--- config.mk ---
export PLATFORM = sky130hd
export DESIGN_NAME = mac_driver
export DESIGN_NICKNAME = d
export VERILOG_FILES = /design/src/rtl/mac_driver.sv
export SDC_FILE = /design/constraint.sdc
export NUM_CORES = 1
export LEC_CHECK = 0
export ABC_AREA = 1
export BUFFER_PORTS_ARGS = -buffer_cell sky130_fd_sc_hd__buf_4
export CORE_MARGIN = 1
export CORE_UTILIZATION = 45
export DETAILED_ROUTE_END_ITERATION = 16
export PLACE_DENSITY_LB_ADDON = 0.1
export SLEW_MARGIN = 20
export SYNTH_ARGS = -nofsm -noshare
export SYNTH_HDL_FRONTEND = slang
export SYNTH_SLANG_ARGS = --single-unit
--- constraint.sdc ---
create_clock -name clk -period 4.7 [get_ports clk]
set_clock_uncertainty 0.15 [all_clocks]
set_input_delay 0 -clock clk [delete_from_list [all_inputs] [get_ports clk]]
set_output_delay 0 -clock clk [all_outputs]
set_load 0.01 [all_outputs]
--- src/rtl/mac_driver.sv ---
// mac_driver: initiator side of a mac val/rdy link. Buffers one dot-product job,
// streams its {a,b} operand pairs as mac requests and returns the mac response.
module mac_driver #(
  parameter int p_width  = 16,
  parameter int p_nterms = 4
) (
  input  logic                          clk,
  input  logic                          reset,
  input  logic                          job_val,
  output logic                          job_rdy,
  input  logic [2*p_width*p_nterms-1:0] job_msg,
  output logic                          mac_req_val,
  input  logic                          mac_req_rdy,
  output logic [2*p_width-1:0]          mac_req_msg,
  input  logic                          mac_resp_val,
  output logic                          mac_resp_rdy,
  input  logic [p_width-1:0]            mac_resp_msg,
  output logic                          res_val,
  input  logic                          res_rdy,
  output logic [p_width-1:0]            res_msg,
  output logic                          busy
);

  localparam int TermW = 2 * p_width;
  localparam int IdxW  = (p_nterms > 1) ? $clog2(p_nterms) : 1;
  localparam logic [IdxW-1:0] LastIdx = IdxW'(p_nterms - 1);

  typedef enum logic [1:0] {S_IDLE, S_SEND, S_WAIT, S_DONE} state_e;

  state_e                     state_q;
  logic [IdxW-1:0]            idx_q;
  logic [TermW*p_nterms-1:0]  buf_q;
  logic [p_width-1:0]         result_q;
  logic                       job_rdy_q;
  logic                       req_val_q;
  logic                       resp_rdy_q;
  logic                       res_val_q;
  logic                       busy_q;

  // Term 0 sits in the MSBs of the job word; slice the buffer into an indexable array.
  logic [TermW-1:0] req_terms [p_nterms];
  for (genvar gi = 0; gi < p_nterms; gi++) begin : g_terms
    assign req_terms[gi] = buf_q[TermW*(p_nterms-gi)-1 -: TermW];
  end

  assign mac_req_msg  = req_terms[idx_q];
  assign job_rdy      = job_rdy_q;
  assign mac_req_val  = req_val_q;
  assign mac_resp_rdy = resp_rdy_q;
  assign res_val      = res_val_q;
  assign res_msg      = result_q;
  assign busy         = busy_q;

  // Handshake outputs are registered alongside the state so they never depend
  // combinationally on any incoming val or rdy.
  always_ff @(posedge clk or negedge reset) begin
    if (!reset) begin
      state_q    <= S_IDLE;
      idx_q      <= '0;
      buf_q      <= '0;
      result_q   <= '0;
      job_rdy_q  <= 1'b1;
      req_val_q  <= 1'b0;
      resp_rdy_q <= 1'b0;
      res_val_q  <= 1'b0;
      busy_q     <= 1'b0;
    end else begin
      case (state_q)
        S_IDLE: begin
          if (job_val && job_rdy_q) begin
            buf_q     <= job_msg;
            idx_q     <= '0;
            state_q   <= S_SEND;
            job_rdy_q <= 1'b0;
            req_val_q <= 1'b1;
            busy_q    <= 1'b1;
          end
        end
        S_SEND: begin
          if (req_val_q && mac_req_rdy) begin
            if (idx_q == LastIdx) begin
              idx_q      <= '0;
              state_q    <= S_WAIT;
              req_val_q  <= 1'b0;
              resp_rdy_q <= 1'b1;
            end else begin
              idx_q <= idx_q + 1'b1;
            end
          end
        end
        S_WAIT: begin
          if (mac_resp_val && resp_rdy_q) begin
            result_q   <= mac_resp_msg;
            state_q    <= S_DONE;
            resp_rdy_q <= 1'b0;
            res_val_q  <= 1'b1;
          end
        end
        S_DONE: begin
          if (res_val_q && res_rdy) begin
            state_q   <= S_IDLE;
            res_val_q <= 1'b0;
            job_rdy_q <= 1'b1;
            busy_q    <= 1'b0;
          end
        end
        default: begin
          state_q    <= S_IDLE;
          job_rdy_q  <= 1'b1;
          req_val_q  <= 1'b0;
          resp_rdy_q <= 1'b0;
          res_val_q  <= 1'b0;
          busy_q     <= 1'b0;
        end
      endcase
    end
  end

endmodule

==> summary.md <==
| Metric | Value |
|---|---|
| PortBufs | 202 |
| Initial core utilization | a little under half |
| Fin Setup TNS | 0 ps |
| Fillers | 1139 |
| Netlist cell types | 18 |
| H-tree depth | 4 |
| Slowest-stage cell, CP | nand3_4 |
| Max-slew violation count | 0 |
| Launching point of the worst reg2reg path | state_q[1] |
| Die width | roughly 130 um |
| Sw Share | 35.8% |
| Hpwl dp | around 11 mm |
| Critical path endpoint category | flip-flop |
| Tmin final | 2620 ps |
| Top Family by Delay on Critical Path | simple AND/OR/NAND/NOR gates |
| Power Internal | 0.00387 W |
| Nets | 1343 |
| Total I/O pin count | 203 |
| Avg Cell Area, Syn | 8.13 sq um |
| DRT iter0 DRCs | 350 |
| Crit path buf inv count | 2 |
| Worst Hold Launch | job_msg[104] |
| Leakage power | about 5.7 nW |
| P per Cell Area | 566 nW/um^2 |
| Worst endpoint required time | 4840 ps |
| Hold crit path type | in2reg |
| PostCTS Resize Cnt | 0 |
| Crit Path Max Fanout | 94 |
| Tot GR Track Use | 25.9% |
| Share of cells above drive strength 1 | about a fifth |
| Hold Slack | 212 ps |
| Run status | completed |
| FF-to-FF setup slack | 2080 ps |
| Die Y-Extent | around 130 um |
| Num CTS Buffers | 17 |
| ANT nets after route | 0 |
| Mapped Nets | 1014 |
| Initial antenna violation count | 0 |
| Grt ovf | 0 |
| # diodes | 0 |
| CTS tree | built |
| Worst path cell trace | inv_1, ha_1, nand3_4, buf_4, nand2_1, o21ai_0 |
| Overall power | 0.00603 W |
| Mapped Area | 6980 sq um |
| Clock transition at the registers of the reported paths | approximately 60 ps |
| Sequential share of power | 37.3% |
| Post-CTS Setup Bufs | 0 |
| Number of synthesized register bits | 153 |
| Synth warn | 0 |
| Area of the die | 16000 sq um |
| Unrepaired setup endpoints after global routing | no |
| Vias per cell | a little under 5 |
| Comb power frac | 39.9% |
| # rows | 45 |
| Commonest non-fill, non-tap cells in the layout | buf_4 (208), nand2_1 (172), inv_1 (153) |
| Max-cap violations | 0 |
| Worst-Margin Slew | 976 ps |
| Post-Synthesis Cells | roughly 860 |
| Root buf cell | clkbuf_16 |
| P_sw | ~0.0022 W |
| Slew margin rel. | 34.9% |
| DRC errors left | 0 |
| First-pass GRT wire length | approximately 32 mm |
| Slowest Stage Delay on Critical Path | 690 ps |
| WL final | 19.6 mm |
| Sequential share of the synthesized area | 54.9% |
| Worst setup path start | state_q[1] |
| RePlAce Congestion | 0.792 |
| Vias in the first global route | 6764 |
| Most common cell after layout, fill and taps aside | buf_4 |
| Wirelength per Cell | 14.1 um |
| Vias | between 6000 and 7000 |
| CTS Sinks | 153 |
| Final Hold Viols | 0 |
| VDD IR-drop max | 0.000432 V |
| Setup crit start kind | flip-flop |
| Peak Freq | 0.382 GHz |
| Clock group share of total power | 22.8% |
| Core Area | 15100 sq um |
| Crit path DAT | between 2000 and 3000 ps |
| Worst-Skew Late Latency | 420 ps |
| TritonRoute pass-1 iters | 5 |
| Final setup viols | 0 |
| Pin count of the biggest net entering global routing | 113 |
| Fin crit share | 55.8% |
| Area grow syn2layout | 52.8% |
| Crit Path Category | reg2reg |
| Clock Path Buffers | 2 |
## metrics by stage
step | area [sq um] | util [%] | setup WS (ps) | instances
floorplan | 6980 | - | 3220 | 858
global placement | 8540 | 56.4 | 2200 | 1205
detailed placement | 8540 | 56.4 | 2140 | 1205
CTS | 10700 | 70.4 | 2090 | 1388
global route | 10700 | 70.4 | 1800 | 1388
finish | 10700 | 70.4 | 2080 | 1388
## power by group through the flow
stage | Combinational (W) | Sequential, W | Clock [W]
floorplan | 0.00136 | 0.00222 | 0
finish | 0.00241 | 0.00225 | 0.00138
detailed placement | 0.00229 | 0.00225 | 0
global route | 0.00270 | 0.00233 | 0.00147
CTS | 0.00241 | 0.00224 | 0.00140
global placement | 0.00225 | 0.00224 | 0
## sequential cells by signal, indices dropped and copies added, names as in the netlist
name	cells
res_val	1
mac_req_val	1
mac_resp_rdy	1
res_msg	16
buf_q	128
job_rdy	1
state_q	2
idx_q	2
busy	1
## Yosys cell counts, drive strengths merged
cell type	instances	area, sq um
nand2	172	646
o21ai	215	1080
clkbuf	13	48.8
nand3	6	35.0
inv	154	578
nor2	67	251
a21oi	2	10.0
dfstp	1	26.3
dfrtp	152	3800
ha	6	75.1
buf	38	229
o22ai	32	200
## logic make-up after synthesis
kind of cell             count (synthesis)  share of synthesized area (%)
AO/OA/AOI/OAI                          249                           18.4
AND/OR/NAND/NOR                        245                           13.4
buffers and inverters                  205                           12.3
flip-flops                             153                           54.9
adder cells (fa/ha/maj)                  6                           1.08
## layer usage
metal / part of all wire [%] / GRT usage (%) / vias up
met3: 4.6 / 5.99 / 29
met1: 44 / 32.7 / 3125
met2: 49 / 43.9 / 181
li1: - / - / 3362
met4: 1.8 / 8.79 / 0
met5: 0 / 0 / -
## worst register-to-register path: cells and delay by family (launching register included)
family                     cells  cell delay [ps]
buffers and inverters          2              780
AOI/OAI and AO/OA              1               80
and+or+nand+nor                2              820
adders and majority gates      1              250
DFF                            1              410
## path summary, 6_finish.rpt
check	end	depth (start not counted)
max in group asynchronous	buf_q[67]	4
hold reg to reg	buf_q[80]	2
hold / removal	buf_q[104]	4
min in group asynchronous	buf_q[111]	4
setup / recovery	buf_q[89]	6
setup reg to reg	buf_q[89]	6
## what timing repair did
action | CTS | global route
hold endpoints to repair | 242 | 0
endpoints found under the setup margin | 0 | 0
hold buffers | 151 | 0
## cell type report
cell class                 count  area [sq um]  area share (%)
sequential                   153          3830            35.9
inverter                     154           578            5.42
clock buffer                  21           480            4.50
multi-input combinational    500          2310            21.6
clock inverter                11           120            1.13
timing repair buffer         361          3110            29.2
tap                          188           235            2.21
No activity file was read; power rests on OpenSTA's default activity.
